<file path="src/rtl/mem_bus_arbiter.sv">
// rtl/mem_bus_arbiter.sv - round-robin byte bus arbiter routing masters to RAM or IO
//
// Ports:
//   clk_in, rst_n_in        clock (rising edge), asynchronous active-low reset
//   pause_in                blocks selection and grants while high
//   m_req_in/m_addr_in/m_wr_in/m_dout_in   per-master request, packed address, write flag, write data
//   m_gnt_out/m_rvalid_out/m_din_out       one-hot grant, one-hot read valid, shared read data
//   ram_en_out/ram_wr_out/ram_a_out/ram_d_out/ram_q_in   RAM port (1-cycle read latency)
//   io_en_out/io_wr_out/io_sel_out/io_d_out/io_q_in/io_full_in   IO port
//   owner_out, busy_out     current owner index, high while a master owns the bus
module mem_bus_arbiter #(
    parameter int NUM_MASTERS    = 2,
    parameter int ADDR_WIDTH     = 32,
    parameter int RAM_ADDR_WIDTH = 17,
    parameter int MAX_BURST      = 16,
    localparam int OW            = (NUM_MASTERS > 1) ? $clog2(NUM_MASTERS) : 1
) (
    input  logic                              clk_in,
    input  logic                              rst_n_in,
    input  logic                              pause_in,
    input  logic [NUM_MASTERS-1:0]            m_req_in,
    input  logic [NUM_MASTERS*ADDR_WIDTH-1:0] m_addr_in,
    input  logic [NUM_MASTERS-1:0]            m_wr_in,
    input  logic [NUM_MASTERS*8-1:0]          m_dout_in,
    output logic [NUM_MASTERS-1:0]            m_gnt_out,
    output logic [NUM_MASTERS-1:0]            m_rvalid_out,
    output logic [7:0]                        m_din_out,
    output logic                              ram_en_out,
    output logic                              ram_wr_out,
    output logic [RAM_ADDR_WIDTH-1:0]         ram_a_out,
    output logic [7:0]                        ram_d_out,
    input  logic [7:0]                        ram_q_in,
    output logic                              io_en_out,
    output logic                              io_wr_out,
    output logic [2:0]                        io_sel_out,
    output logic [7:0]                        io_d_out,
    input  logic [7:0]                        io_q_in,
    input  logic                              io_full_in,
    output logic [OW-1:0]                     owner_out,
    output logic                              busy_out
);

    typedef enum logic {ST_IDLE, ST_OWNED} state_t;

    localparam logic [4:0] LP_MAX = 5'(MAX_BURST);

    state_t                  r_state, w_state_next;
    logic [OW-1:0]           r_owner, r_rr_ptr, r_rd_owner;
    logic [4:0]              r_count;
    logic                    r_rd_pend, r_rd_io;

    logic [ADDR_WIDTH-1:0]   w_addr;
    logic                    w_wr;
    logic [7:0]              w_dout;
    logic [NUM_MASTERS-1:0]  w_own_oh;
    logic                    w_req_own, w_others, w_is_io, w_stall, w_grant, w_exit;
    logic [4:0]              w_cnt_next;
    logic [OW-1:0]           w_sel_idx, w_rr_next;
    logic                    w_sel_found;
    logic                    w_unused;

    // Owner's request fields
    always_comb begin
        w_addr   = '0;
        w_wr     = 1'b0;
        w_dout   = '0;
        w_own_oh = '0;
        for (int i = 0; i < NUM_MASTERS; i++) begin
            if (r_owner == OW'(i)) begin
                w_addr      = m_addr_in[i*ADDR_WIDTH +: ADDR_WIDTH];
                w_wr        = m_wr_in[i];
                w_dout      = m_dout_in[i*8 +: 8];
                w_own_oh[i] = 1'b1;
            end
        end
    end

    assign w_req_own = |(m_req_in & w_own_oh);
    assign w_others  = |(m_req_in & ~w_own_oh);
    assign w_is_io   = (w_addr[RAM_ADDR_WIDTH -: 2] == 2'b11);
    // Only a write into a full IO queue stalls; IO reads always proceed.
    assign w_stall   = pause_in | (w_is_io & w_wr & io_full_in);
    assign w_grant   = (r_state == ST_OWNED) & w_req_own & ~w_stall;
    assign w_cnt_next = (w_grant && r_count != 5'd31) ? r_count + 5'd1 : r_count;
    assign w_rr_next = (r_owner == OW'(NUM_MASTERS - 1)) ? '0 : r_owner + OW'(1);

    // Round-robin pick: first requester at or after r_rr_ptr
    always_comb begin
        w_sel_found = 1'b0;
        w_sel_idx   = '0;
        for (int k = 0; k < NUM_MASTERS; k++) begin
            for (int i = 0; i < NUM_MASTERS; i++) begin
                if (!w_sel_found && m_req_in[i] &&
                    ((int'(r_rr_ptr) + k) % NUM_MASTERS) == i) begin
                    w_sel_found = 1'b1;
                    w_sel_idx   = i[OW-1:0];
                end
            end
        end
    end

    // Exit is judged on the post-grant count so the MAX_BURST-th grant
    // is the last one, leaving a single IDLE cycle between owners.
    always_comb begin
        w_state_next = r_state;
        w_exit       = 1'b0;
        case (r_state)
            ST_IDLE: begin
                if (w_sel_found && !pause_in) w_state_next = ST_OWNED;
            end
            ST_OWNED: begin
                if (!w_req_own || (w_cnt_next >= LP_MAX && w_others)) begin
                    w_state_next = ST_IDLE;
                    w_exit       = 1'b1;
                end
            end
            default: w_state_next = ST_IDLE;
        endcase
    end

    always_ff @(posedge clk_in or negedge rst_n_in) begin
        if (!rst_n_in) r_state <= ST_IDLE;
        else           r_state <= w_state_next;
    end

    always_ff @(posedge clk_in or negedge rst_n_in) begin
        if (!rst_n_in) begin
            r_owner    <= '0;
            r_rr_ptr   <= '0;
            r_count    <= '0;
            r_rd_pend  <= 1'b0;
            r_rd_owner <= '0;
            r_rd_io    <= 1'b0;
        end else begin
            if (r_state == ST_IDLE) begin
                if (w_state_next == ST_OWNED) begin
                    r_owner <= w_sel_idx;
                    r_count <= '0;
                end
            end else begin
                r_count <= w_cnt_next;
                if (w_exit) r_rr_ptr <= w_rr_next;
            end
            r_rd_pend  <= w_grant & ~w_wr;
            r_rd_owner <= r_owner;
            r_rd_io    <= w_is_io;
        end
    end

    // Access strobes; address/data are zeroed when not strobed
    assign m_gnt_out  = w_grant ? w_own_oh : '0;
    assign ram_en_out = w_grant & ~w_is_io;
    assign ram_wr_out = ram_en_out & w_wr;
    assign ram_a_out  = ram_en_out ? w_addr[RAM_ADDR_WIDTH-1:0] : '0;
    assign ram_d_out  = ram_wr_out ? w_dout : '0;
    assign io_en_out  = w_grant & w_is_io;
    assign io_wr_out  = io_en_out & w_wr;
    assign io_sel_out = io_en_out ? w_addr[2:0] : '0;
    assign io_d_out   = io_wr_out ? w_dout : '0;

    // Read return uses the owner captured at grant time, independent of
    // whatever ownership or pause does in the return cycle.
    always_comb begin
        m_rvalid_out = '0;
        for (int i = 0; i < NUM_MASTERS; i++) begin
            if (r_rd_pend && r_rd_owner == OW'(i)) m_rvalid_out[i] = 1'b1;
        end
    end

    assign m_din_out = r_rd_pend ? (r_rd_io ? io_q_in : ram_q_in) : 8'd0;
    assign owner_out = r_owner;
    assign busy_out  = (r_state == ST_OWNED);

    assign w_unused = ^{1'b0, w_addr[ADDR_WIDTH-1:RAM_ADDR_WIDTH+1]};

endmodule

</file>
<file path="config.mk">
export PLATFORM = sky130hd
export DESIGN_NAME = mem_bus_arbiter
export DESIGN_NICKNAME = d
export VERILOG_FILES = /design/src/rtl/mem_bus_arbiter.sv
export SDC_FILE = /design/constraint.sdc
export NUM_CORES = 1
export LEC_CHECK = 0
export ABC_AREA = 1
export BUFFER_PORTS_ARGS = -buffer_cell sky130_fd_sc_hd__clkbuf_2
export CAP_MARGIN = 5
export CORE_MARGIN = 1.5
export CORE_UTILIZATION = 33
export DETAILED_ROUTE_END_ITERATION = 7
export PLACE_DENSITY = 0.81
export SETUP_SLACK_MARGIN = 0.4
export SKIP_CTS_REPAIR_TIMING = 1
export SLEW_MARGIN = 20
export SYNTH_ARGS = -nofsm -noshare
export SYNTH_HDL_FRONTEND = slang
export SYNTH_SLANG_ARGS = --single-unit
</file>
<file path="constraint.sdc">
create_clock -name clk_in -period 1.9 [get_ports clk_in]
set_input_delay 0.19 -clock clk_in [delete_from_list [all_inputs] [get_ports clk_in]]
set_output_delay 0.19 -clock clk_in [all_outputs]
set_load 0.05 [all_outputs]
</file>
==> metrics.txt <==
# TYPE chip_impl_metric gauge
chip_impl_info{name="run_status",value="complete, but fails checks"} 1
chip_impl_info{name="failed_checks",value="negative setup slack"} 1
chip_impl_metric{name="critPathMaxStageDelay",unit="ps"} 470
chip_impl_metric{name="ir_worst_vdd",unit="mV"} 0.764
chip_impl_metric{name="final_nets",unit=""} 461
chip_impl_info{name="netlist_top_cells_area",value="sky130_fd_sc_hd__dfrtp_1 (21%), sky130_fd_sc_hd__nand2_1 (15%), sky130_fd_sc_hd__mux2i_1 (8.3%)"} 1
chip_impl_metric{name="initial_utilization",unit=""} 0.353
chip_impl_metric{name="clock_insertion_delay_worst_skew",unit="ps"} 240
chip_impl_info{name="endpoint",value="ram_d_out[4]"} 1
chip_impl_metric{name="synth_area_per_inst",unit="sq um"} 6.63
chip_impl_metric{name="cp_num_buf_inv",unit=""} 4
chip_impl_metric{name="clkTransAtPathRegs",unit="ps"} 40
chip_impl_metric{name="clock-sinks",unit=""} 11
chip_impl_metric{name="detail-route-antenna-nets",unit=""} 0
chip_impl_metric{name="die-height",unit="um"} 66.2
chip_impl_info{name="worstHoldPathType",value="in -> reg"} 1
chip_impl_metric{name="worst-r2r-setup-slack",unit="ps"} 260
chip_impl_metric{name="core-area",unit="sq um"} 3740
chip_impl_info{name="synth_largest_area_cell",value="sky130_fd_sc_hd__dfrtp_1"} 1
chip_impl_metric{name="number_of_standard_cells_in_the_final_layout_excluding_fillers",unit=""} 402
chip_impl_metric{name="placed_area",unit="sq um"} 2380
chip_impl_metric{name="final_critical_path_setup_slack",unit="ps"} -220
chip_impl_metric{name="tritoncts.num_buffers",unit=""} 3
chip_impl_metric{name="setup_total_negative_slack",unit="ps"} -5240
chip_impl_metric{name="via_count",unit=""} 1877
chip_impl_metric{name="post-layout-total-power",unit="uW"} 3070
chip_impl_metric{name="ctsHtreeMaxLevel",unit=""} 1
chip_impl_info{name="rsz0062_at_grt",value="yes"} 1
chip_impl_metric{name="synth.yosys.seq_area_share",unit=""} 0.209
chip_impl_metric{name="boundaryPins",unit=""} 158
chip_impl_metric{name="r2r.worst_path.cells",unit=""} 13
chip_impl_info{name="gate_family_responsible_for_the_most_delay_along_the_worst_path",value="simple AND/OR/NAND/NOR gates"} 1
chip_impl_metric{name="synth-warning-count",unit=""} 0
chip_impl_info{name="crit_path_start",value="owner_out$_DFFE_PN0P_"} 1
chip_impl_metric{name="synth.mux.area_fraction",unit=""} 0.0834
chip_impl_metric{name="power.share.switching",unit=""} 0.557
chip_impl_metric{name="post-dp-hpwl",unit="um"} 3630
chip_impl_metric{name="filler_cell_count",unit=""} 285
chip_impl_info{name="crit_chain",value="buf_6 > nand2_4 > o21ai_4 > nor2_4 > nand2_4 > nor2_8 > inv_8 > nor2_8 > inv_8 > nor2_2 > buf_6"} 1
chip_impl_metric{name="final_util",unit=""} 0.764
chip_impl_metric{name="worst_pin_slew",unit="ps"} 488
chip_impl_metric{name="wire_per_inst",unit="um"} 12.4
chip_impl_metric{name="placedCellCount",unit=""} 390
chip_impl_metric{name="area_of_the_die",unit="sq um"} 4390
chip_impl_metric{name="route.detailed.drc",unit=""} 0
chip_impl_metric{name="numPortBuffers",unit=""} 129
chip_impl_metric{name="synth_compound_gate_area_share",unit=""} 0.142
chip_impl_metric{name="grt_use_total",unit=""} 0.187
chip_impl_metric{name="final-hold-violation-count",unit=""} 0
chip_impl_metric{name="post_synthesis_net_count",unit=""} 305
chip_impl_metric{name="post_synth_xor_area_fraction",unit=""} 0
chip_impl_metric{name="data_required_time_of_the_worst_path",unit="ps"} 1710
chip_impl_metric{name="post_synthesis_share_of_cell_area_spent_on_full_adders_half_adders_and_majority_gates",unit=""} 0.0190
chip_impl_metric{name="timing.final.setup_violations",unit=""} 41
chip_impl_metric{name="postRouteWirelength",unit="um"} 4980
chip_impl_metric{name="yosys.area_share.simple",unit=""} 0.445
chip_impl_metric{name="min_period",unit="ps"} 2120
chip_impl_metric{name="cp.arrival",unit="ps"} 1930
chip_impl_metric{name="max_clock_freq",unit="GHz"} 0.472
chip_impl_metric{name="critical_path_fanouts_max",unit=""} 15
chip_impl_info{name="setup.worst_path.start_class",value="register"} 1
chip_impl_info{name="clock-root-buffer",value="sky130_fd_sc_hd__clkbuf_8"} 1
chip_impl_metric{name="layout_cell_share_with_drive_strength_beyond_1",unit=""} 0.644
chip_impl_info{name="reg2reg_from",value="owner_out$_DFFE_PN0P_"} 1
chip_impl_metric{name="combPwrFrac",unit=""} 0.786
chip_impl_info{name="main_combinational_cell_family_by_area_after_synthesis",value="simple AND/OR/NAND/NOR gates"} 1
chip_impl_metric{name="finalInstanceArea",unit="sq um"} 2860
chip_impl_metric{name="grt_remaining_overflow",unit=""} 0
chip_impl_metric{name="clock-skew-final",unit="ps"} 4.16
chip_impl_metric{name="synthDominantCellAreaShare",unit=""} 0.209
chip_impl_metric{name="syn2layout_area_growth",unit="%"} 117
chip_impl_metric{name="power.density_cell_area",unit="nW/um^2"} 1070
chip_impl_metric{name="number_of_drc_violations_after_detailed_routing_iteration_0",unit=""} 65
chip_impl_metric{name="share_clk_of_total_power",unit=""} 0.076
chip_impl_metric{name="post_synth_inst_count",unit=""} 199
chip_impl_metric{name="postSynthRegisterBits",unit=""} 11
chip_impl_metric{name="die_outline_width",unit="um"} 66.2
chip_impl_metric{name="drt-pass1-iter-count",unit=""} 4
chip_impl_metric{name="antenna_cells_inserted",unit=""} 0
chip_impl_info{name="tritoncts_clock_tree",value="done"} 1
chip_impl_metric{name="grt_pass1_vias",unit=""} 1563
chip_impl_metric{name="final_min_period_over_clock_period",unit=""} 1.12
chip_impl_metric{name="routabilityCongestion",unit=""} 0.833
chip_impl_metric{name="slew_viol_final",unit=""} 0
chip_impl_metric{name="total_leakage_power",unit="uW"} 0.00147
chip_impl_metric{name="placement_rows",unit=""} 22
chip_impl_metric{name="internal-power",unit="uW"} 1360
chip_impl_metric{name="cap_violations",unit=""} 0
chip_impl_metric{name="post_drt_via_cell_ratio",unit=""} 4.67
chip_impl_info{name="cp-end-kind",value="output port"} 1
chip_impl_metric{name="synth_cell_types",unit=""} 30
chip_impl_info{name="worstSetupPathType",value="reg -> out"} 1
chip_impl_metric{name="p_seq_frac",unit=""} 0.138
chip_impl_metric{name="grt_pass1_wl",unit="um"} 6440
chip_impl_metric{name="headroom_to_the_max_slew_limit",unit=""} 0.665
chip_impl_metric{name="area_of_the_mapped_netlist",unit="sq um"} 1320
chip_impl_metric{name="antenna_found_initial",unit=""} 0
chip_impl_metric{name="critical_path_cell_count",unit=""} 11
chip_impl_info{name="timing.rr.end",value="r_rr_ptr$_DFFE_PN0P_"} 1
chip_impl_metric{name="power.net_switching",unit="uW"} 1710
chip_impl_metric{name="max-clock-path-buffers",unit=""} 2
chip_impl_metric{name="largest_net_degree_at_the_start_of_global_routing",unit=""} 16
chip_impl_info{name="critPathSlowestCell",value="sky130_fd_sc_hd__dfrtp_2"} 1
==> worst reg2reg max path: cells and delay by family, from the launching register on <==
family / cells / cell delay [ps]
simple gates: 10 / 740
buf+inv: 3 / 340
flops: 1 / 470
==> placed cells by master (no fill, tap or decap), drive strengths merged <==
cell / n
dfrtp: 11
and3: 1
o31ai: 1
a21oi: 16
buf: 74
dlygate4sd3: 1
nand4: 1
nand3: 6
inv: 23
mux2i: 11
clkbuf: 86
nand2: 58
o21ai: 14
nor2: 48
ha: 2
or2: 1
==> synthesized netlist by cell type <==
library cell               number
sky130_fd_sc_hd__nand2_1       52
sky130_fd_sc_hd__nor2_1        26
sky130_fd_sc_hd__nor2_2        17
sky130_fd_sc_hd__inv_1         16
sky130_fd_sc_hd__dfrtp_1       11
sky130_fd_sc_hd__mux2i_1       11
sky130_fd_sc_hd__o21ai_0       10
sky130_fd_sc_hd__a21oi_1        9
sky130_fd_sc_hd__a21oi_2        7
sky130_fd_sc_hd__nand3_1        5
sky130_fd_sc_hd__inv_2          3
sky130_fd_sc_hd__inv_4          3
sky130_fd_sc_hd__nand2_2        3
sky130_fd_sc_hd__nand2_4        3
sky130_fd_sc_hd__nor2_8         3
sky130_fd_sc_hd__o21ai_1        3
sky130_fd_sc_hd__clkbuf_1       2
sky130_fd_sc_hd__ha_1           2
sky130_fd_sc_hd__nor2_4         2
sky130_fd_sc_hd__and3_1         1
sky130_fd_sc_hd__buf_1          1
sky130_fd_sc_hd__buf_2          1
sky130_fd_sc_hd__buf_4          1
sky130_fd_sc_hd__buf_6          1
sky130_fd_sc_hd__inv_6          1
sky130_fd_sc_hd__nand3_2        1
sky130_fd_sc_hd__nand4_1        1
sky130_fd_sc_hd__o21ai_2        1
sky130_fd_sc_hd__o31ai_1        1
sky130_fd_sc_hd__or2_1          1
==> metrics by stage <==
stage | hold WS, ps | setup slack, ps
finish | 265 | -220
global route | 279 | -304
CTS | -184 | -326
detailed placement | 77.2 | -65.3
global placement | 72.9 | -32.1
floorplan | -106 | -502
==> worst min-delay path by stage <==
stage               slack [ps]         from  depth (start not counted)                     end
floorplan                 -110     rst_n_in                          0      busy_out$_DFF_PN0_
global placement            70     rst_n_in                          1    r_rd_owner$_DFF_PN0_
detailed placement          80     rst_n_in                          1     r_rd_pend$_DFF_PN0_
CTS                       -180     rst_n_in                          1  r_count[4]$_DFFE_PN0P_
global route               280   m_wr_in[0]                          4     r_rd_pend$_DFF_PN0_
finish                     270  m_req_in[1]                          3   owner_out$_DFFE_PN0P_
==> per-layer routing <==
layer / part of all wire / vias up / global-route usage / wire length [um]
met5: 0 / - / 0 / 0
met4: 0.014 / 0 / 0.0816 / 72
met3: 0.075 / 6 / 0.0358 / 374
met2: 0.57 / 80 / 0.359 / 2830
met1: 0.34 / 852 / 0.194 / 1700
li1: - / 939 / - / -
==> registers in the layout, summed over array words and instances (netlist names) <==
name,flops
busy_out,1
r_rd_io,1
r_count,5
r_rd_owner,1
r_rd_pend,1
r_rr_ptr,1
owner_out,1
==> cell type report <==
class	instances	area, sq um	share of cell area
timing repair buffer	157	1200	0.420
sequential	11	280	0.0980
inverter	23	119	0.0416
tap	48	60.1	0.0210
multi-input combinational	159	1150	0.404
clock buffer	4	45.0	0.0158
==> kinds of logic (layout without fill, tap and decap cells) <==
| family | after synthesis | count (layout) |
|---|---|---|
| mux | 11 | 11 |
| flops | 11 | 11 |
| buf+inv | 29 | 184 |
| simple gates | 115 | 115 |
| compound gates | 31 | 31 |
| fa+ha+maj | 2 | 2 |
==> power by group through the flow <==
stage / clock (uW) / sequential, uW / combinational, uW
floorplan: 0 / 478 / 1400
global placement: 0 / 419 / 2010
detailed placement: 0 / 423 / 2040
CTS: 240 / 420 / 2050
global route: 255 / 435 / 2570
finish: 233 / 422 / 2410
(Power assumes the default switching activity.)
